`src/rtl/rv_pkg.sv`:
```
// rtl/rv_pkg.sv - shared constants for the rv_pack beat packer
// Purpose: default beat width, beats per word and length-field width used by
//          rv_pack and rv_out_slot.
// Ports:   none (package).
package rv_pkg;
  localparam int RV_WD   = 4;
  localparam int RV_NB   = 4;
  localparam int RV_LENW = 3;
endpackage

```
`src/rtl/rv_out_slot.sv`:
```
// rtl/rv_out_slot.sv - single-entry output holding register for packed words
// Purpose: holds one packed word with its length and valid flag; loads when
//          told to, holds while downstream stalls, drains on handshake.
// Ports:   clk, rst          - clock, synchronous active-high reset
//          load              - capture load_data/load_len (only when slot_free)
//          load_data/len     - word and beat count to capture
//          dataout_rdy       - downstream accept
//          dataout/_len/_val - registered output word, length, valid
//          slot_free         - slot empty or draining this cycle
module rv_out_slot #(
  parameter int dw = 16,
  parameter int lw = 3
) (
  input  logic          clk,
  input  logic          rst,
  input  logic          load,
  input  logic [dw-1:0] load_data,
  input  logic [lw-1:0] load_len,
  input  logic          dataout_rdy,
  output logic [dw-1:0] dataout,
  output logic [lw-1:0] dataout_len,
  output logic          dataout_val,
  output logic          slot_free
);

  assign slot_free = !dataout_val || dataout_rdy;

  always_ff @(posedge clk) begin
    if (rst) begin
      dataout     <= '0;
      dataout_len <= '0;
      dataout_val <= 1'b0;
    end else if (load) begin
      // A load on the same edge as a drain gives back-to-back words.
      dataout     <= load_data;
      dataout_len <= load_len;
      dataout_val <= 1'b1;
    end else if (dataout_val && dataout_rdy) begin
      dataout_val <= 1'b0;
    end
  end

endmodule

```
`src/rtl/rv_pack.sv`:
```
// rtl/rv_pack.sv - packs nb beats of wd bits into one word, with flush support
// Purpose: accumulates beats LSB-first, emits full words through rv_out_slot,
//          and emits partial words on flush.
// Ports:   clk, rst                    - clock, synchronous active-high reset
//          datain/_val/_rdy            - upstream beat handshake
//          flush                       - request to emit the partial word
//          dataout/_len/_val/_rdy      - downstream word handshake
module rv_pack
  import rv_pkg::*;
#(
  parameter int wd = RV_WD,
  parameter int nb = RV_NB
) (
  input  logic                 clk,
  input  logic                 rst,
  input  logic [wd-1:0]        datain,
  input  logic                 datain_val,
  output logic                 datain_rdy,
  input  logic                 flush,
  output logic [nb*wd-1:0]     dataout,
  output logic [RV_LENW-1:0]   dataout_len,
  output logic                 dataout_val,
  input  logic                 dataout_rdy
);

  localparam int cw = $clog2(nb);
  localparam logic [cw-1:0] last_lane = cw'(nb - 1);

  logic [cw-1:0]      cnt;
  logic [nb*wd-1:0]   acc;
  logic               flush_pend;

  logic               slot_free;
  logic               accept;
  logic               full_load;
  logic               flush_load;
  logic               load;
  logic [nb*wd-1:0]   beat_lane;
  logic [nb*wd-1:0]   load_data;
  logic [RV_LENW-1:0] load_len;

  assign datain_rdy = !flush_pend && (cnt != last_lane || slot_free);

  always_comb begin
    accept     = datain_val && datain_rdy;
    // Lanes at and above cnt are always zero in acc, so OR-ing places the beat.
    beat_lane  = (nb*wd)'(datain) << (int'(cnt) * wd);
    full_load  = accept && (cnt == last_lane);
    // Input is blocked while a flush is pending, so these never coincide.
    flush_load = flush_pend && slot_free && (cnt != '0);
    load       = full_load || flush_load;
    load_data  = full_load ? (acc | beat_lane) : acc;
    load_len   = full_load ? RV_LENW'(nb) : RV_LENW'(cnt);
  end

  always_ff @(posedge clk) begin
    if (rst) begin
      cnt        <= '0;
      acc        <= '0;
      flush_pend <= 1'b0;
    end else begin
      if (load) begin
        cnt <= '0;
        acc <= '0;
      end else if (accept) begin
        cnt <= cnt + cw'(1);
        acc <= acc | beat_lane;
      end
      // A new flush arriving while one is pending is absorbed by it.
      if (flush_pend) flush_pend <= !slot_free;
      else            flush_pend <= flush;
    end
  end

  rv_out_slot #(
    .dw (nb*wd),
    .lw (RV_LENW)
  ) u_out_slot (
    .clk         (clk),
    .rst         (rst),
    .load        (load),
    .load_data   (load_data),
    .load_len    (load_len),
    .dataout_rdy (dataout_rdy),
    .dataout     (dataout),
    .dataout_len (dataout_len),
    .dataout_val (dataout_val),
    .slot_free   (slot_free)
  );

endmodule

```
`config.mk`:
```
export PLATFORM = sky130hd
export DESIGN_NAME = rv_pack
export DESIGN_NICKNAME = d
export VERILOG_FILES = /design/src/rtl/rv_pkg.sv /design/src/rtl/rv_out_slot.sv /design/src/rtl/rv_pack.sv
export SDC_FILE = /design/constraint.sdc
export NUM_CORES = 1
export LEC_CHECK = 0
export ABC_CLOCK_PERIOD_IN_PS = 2600
export CAP_MARGIN = 10
export CORE_MARGIN = 8
export CORE_UTILIZATION = 48
export DETAILED_ROUTE_END_ITERATION = 10
export PLACE_DENSITY_LB_ADDON = 0.15
export SLEW_MARGIN = 15
export SYNTH_ARGS = -nofsm -noshare
export SYNTH_HDL_FRONTEND = slang
export SYNTH_SLANG_ARGS = --single-unit
```
`constraint.sdc`:
```
create_clock -name clk -period 2.6 [get_ports clk]
set_input_delay 0.78 -clock clk [delete_from_list [all_inputs] [get_ports clk]]
set_output_delay 0.78 -clock clk [all_outputs]
set_load 0.02 [all_outputs]
```
# Yosys cells after proc, flatten, opt, wreduce, memory -nomap -nowiden
# Index checks and enable logic that the tools add are counted.
[totals]
register_bits = 39
out_inout_bits = 21
elab_cells = 31
[classes]
add_sub_neg = 1
n_eq_ne = 2
shift = 1
mux = 5
bitwise_logic = 1
reduce_logical = 15
[op_table]
columns = ["cell", "count"]
rows = [
  ["$mux W16", 1],
  ["$or A16 B16 Y16", 1],
  ["$shl A4 B4 Y16", 1],
  ["$logic_and A1 B1 Y1", 6],
  ["$reduce_bool A2 Y1", 2],
  ["$logic_not A1 Y1", 3],
  ["$logic_or A1 B1 Y1", 3],
  ["$mux W1", 3],
  ["$mux W3", 1],
  ["$add A2 B1 Y2 const B", 1],
  ["$eq A2 B2 Y1 const B", 1],
  ["$ne A2 B2 Y1 const B", 1],
  ["$reduce_or A2 Y1", 1],
]

# Depth between registers and ports, before layout
[depth]
depth_word = 8
depth_mapped = 8

# Modules after synthesis
# A second synthesis with hierarchy kept.
[unflattened]
cells_unflattened = 175
area_unflattened_um2 = 1664.1
[by_module_without_submodules]
columns = ["mod", "instances", "cells_per_inst", "area_each_um2", "seq_area_each_um2"]
rows = [
  ["rv_pack", 1, 110, 957.2, 380.4],
  ["rv_out_slot", 1, 65, 706.9, 400.4],
]

# Least setup slack after synthesis
# No wires, ideal clock.
[synth_path]
kind = "in2out"
startpoint = "input port dataout_rdy"
endpoint = "output port datain_rdy"
t_arrival_ns = 1.237
slack_ns = 0.583
path_stages = 2
n_path_buf = 0
path_cell_list = "and3b_1 nor2_1"
[synth_via]
elab_chain_len = 3
[synth_lines]
columns = ["element", "line", "source"]
rows = [
  ["from (decl)", "rv_pack.sv:23", "input logic dataout_rdy"],
  ["$logic_or A1 B1 Y1", "rv_out_slot.sv:26", "assign slot_free = !dataout_val || dataout_rdy;"],
  ["$logic_or A1 B1 Y1", "rv_pack.sv:42", "assign datain_rdy = !flush_pend && (cnt != last_lane || slot_free);"],
  ["$logic_and A1 B1 Y1", "rv_pack.sv:42", ""],
  ["to (decl)", "rv_pack.sv:18", "output logic datain_rdy,"],
]
# Every way passes these cells.

# Final worst setup path
# Same ends and word-level chain as after synthesis.

==> flow_summary.toml <==
[run_status]
outcome = "finished, final reports clean"

[worst_hold_path]
min_from = "acc[0]"
hp-class = "reg -> reg"

[drt]
via_per_inst = 6.12
drc = 0
routed_wl_mm = 4.59
ant_nets = 0
post_drt_wl_per_cell_um = 17.3
vias = 1621
drtIter0Drc = 177
drt-pass1-iter-count = 4

[global_route]
grtUsageMet1 = 0.206
grt-ovfl-total = 0
grtUsageMet3 = 0.0444
grt_start_max_net_pins = 21
grt_pass1_vias = 1502
groute.usage.overall = 0.152
grtUsageMet2 = 0.225
top_usage_layer = "met2"
antenna_found_initial = 0
grt_pass1_wl_mm = 7.69

[critical_path]
path_buf_inv = 2
critPathArrivalTime_ns = 1.74
timing.rr.start = "cnt[0]"
crit_path_top_delay_cell = "clkdlybuf4s50_1"
cp_max_fo = 4
path_cells = "clkdlybuf4s50_1 > and3b_1 > nor2_1 > buf_2"
endpoint_kind = "primary output"
critical_path.top_delay_family = "buffers and inverters"
startpoint = "dataout_rdy"
crit_path_max_incr_delay_ns = 0.51
crit_path_start_kind = "input pin"
worstSetupPathType = "in -> out"
critPathRequiredTime_ns = 1.82

[die]
core_um2 = 3720
io_pins = 30
core.rowCount = 22
start_util = 0.504
die_x_um = 78.4
design.die.area_um2 = 6150
die_h_um = 78.4

[clocking]
cts_tree = "done"
numCtsBuffers = 5
h-tree-depth = 2
clk_latency_ns = 0.29
cts_hold_buf = 0
root_buffer = "clkbuf_8"
clock_path_buffers = 2
cts_sinks = 39
clk_pin_slew_worst_paths_ns = 0.07

[power]
finalPower_mw = 1.30
p_per_area_nw_per_um2 = 571
leakagePower_nw = 0.742
vdd_drop_max_uv = 387

[cells_and_area]
nNetsFinal = 227
diodes = 0
stdcell_count = 265
utilization = 0.614
fillers = 313
area_growth_pct = 21.9
ff_latch_area_um2 = 781
multi_input_area_um2 = 930
fin_area_um2 = 2280
layout-drive-gt1-share = 0.152

[yosys]
yosysWarnings = 0
synth_area_leader_cell = "dfxtp_1"
ys_seq_area_frac = 0.417
syn_avg_cell_area_um2 = 9.85
ys.flop_type = "dfxtp_1"
yosys_register_bits = 39
synth_edf_count = 0
synth_area_leaders = "dfxtp_1 42%, a41oi_1 15%, a211oi_1 6.4%, nor2_4 6.0%, a31oi_1 5.3%"
syn_nets = 201
synth_cell_type_count = 33
async_flop_share = 0
syn_area_um2 = 1870
synthCells = 190
synth_top_area_frac = 0.417

[sta]
finClkSkew_ns = 0.00809
holdWs_ns = 0.481
post-route-min-period_ns = 2.52
maxSlewViolCount = 0
final.setup.tns_ns = 0
hold_viol_final = 0
fmax_mhz = 396
rsz0062_at_grt = "false"
worst_slew_pin_slew_ns = 0.626
postLayoutSetupSlackWorst_ns = 0.0779
final-setup-viol-count = 0
slew_headroom = 0.577
fin_crit_sh = 0.970

[placed_design]
portBuffers = 29
placed_area_um2 = 2190
place_congestion = 0.788
dp_hpwl_mm = 3.29
pre_cts_ws_ns = -0.358
dp_cells = 257

[flow_run]
drv_cap = 0
## cells in the mapped netlist, types with 2 or more instances
master,instances
buf_6,4
nor2_1,10
nand2b_1,2
nor4bb_1,2
buf_2,11
a41oi_1,32
inv_1,2
nand3_1,4
nor2_4,10
ha_1,2
dfxtp_1,39
nor2b_1,5
a31oi_1,16
clkbuf_1,7
a21oi_1,5
and3b_1,2
a211oi_1,16
or2_1,2
o21ai_0,5
## kinds of logic after synthesis
| kind of cell | count (synthesis) | synth area share |
|---|---|---|
| adder cells (fa/ha/maj) | 2 | 0.0134 |
| flip-flops | 39 | 0.417 |
| AO/OA/AOI/OAI | 77 | 0.307 |
| AND/OR/NAND/NOR | 45 | 0.170 |
| multiplexers | 1 | 0.00535 |
| buffers and inverters | 26 | 0.0862 |
## worst paths after layout
path	to	slack [ns]	cells after the start
min	acc[0]	0.48	2
min reg2reg	acc[0]	0.48	2
max reg2reg	u_out_slot.dataout[4]	0.72	6
max	datain_rdy	0.08	4
## flip-flops by register name, indices dropped and copies added (netlist names)
signal	flops
flush_pend	1
acc	16
cnt	2
u_out_slot.dataout_len	3
u_out_slot.dataout_val	1
u_out_slot.dataout	16
## cells in the final DEF, fill, tap and decap left out, types with 5 or more instances in the layout
cell type / netlist / layout
dfxtp_1: 39 / 39
a41oi_1: 32 / 32
clkdlybuf4s50_1: 0 / 28
a211oi_1: 16 / 16
a31oi_1: 16 / 16
buf_4: 1 / 13
nor2_1: 10 / 10
nor2_4: 10 / 10
clkbuf_8: 0 / 7
nor2b_1: 5 / 5
o21ai_0: 5 / 5
a21oi_1: 5 / 5
## layout make-up
class / count / area share
Clock buffer: 8 / 0.0439
Inverter: 2 / 0.00329
Multi-Input combinational cell: 125 / 0.408
Sequential cell: 39 / 0.342
Tap cell: 48 / 0.0263
Timing Repair Buffer: 43 / 0.177
## worst min-delay path: cells and delay by family, from the launching register on
kind | cells | cell delay, ns
DFF | 1 | 0.33
and+or+nand+nor | 1 | 0.07
AOI/OAI and AO/OA | 1 | 0.05
## metal layers
| layer | up-vias | wire length [µm] |
|---|---|---|
| met3 | 4 | 234 |
| met5 | - | 0 |
| li1 | 799 | - |
| met1 | 790 | 2230 |
| met4 | 0 | 44 |
| met2 | 28 | 2080 |
## power breakdown
group,total [mW],internal [mW],switching [mW]
logic,0.226,0.0983,0.127
registers,0.641,0.625,0.0156
clock network,0.436,0.242,0.195
total,1.30,0.965,0.337
## repair_timing
| action | in CTS | in global routing |
|---|---|---|
| endpoints found under the setup margin | 1 | 0 |
| setup buffers | 0 | 0 |
| gates resized for setup | 4 | 0 |
(Power assumes the default switching activity.)
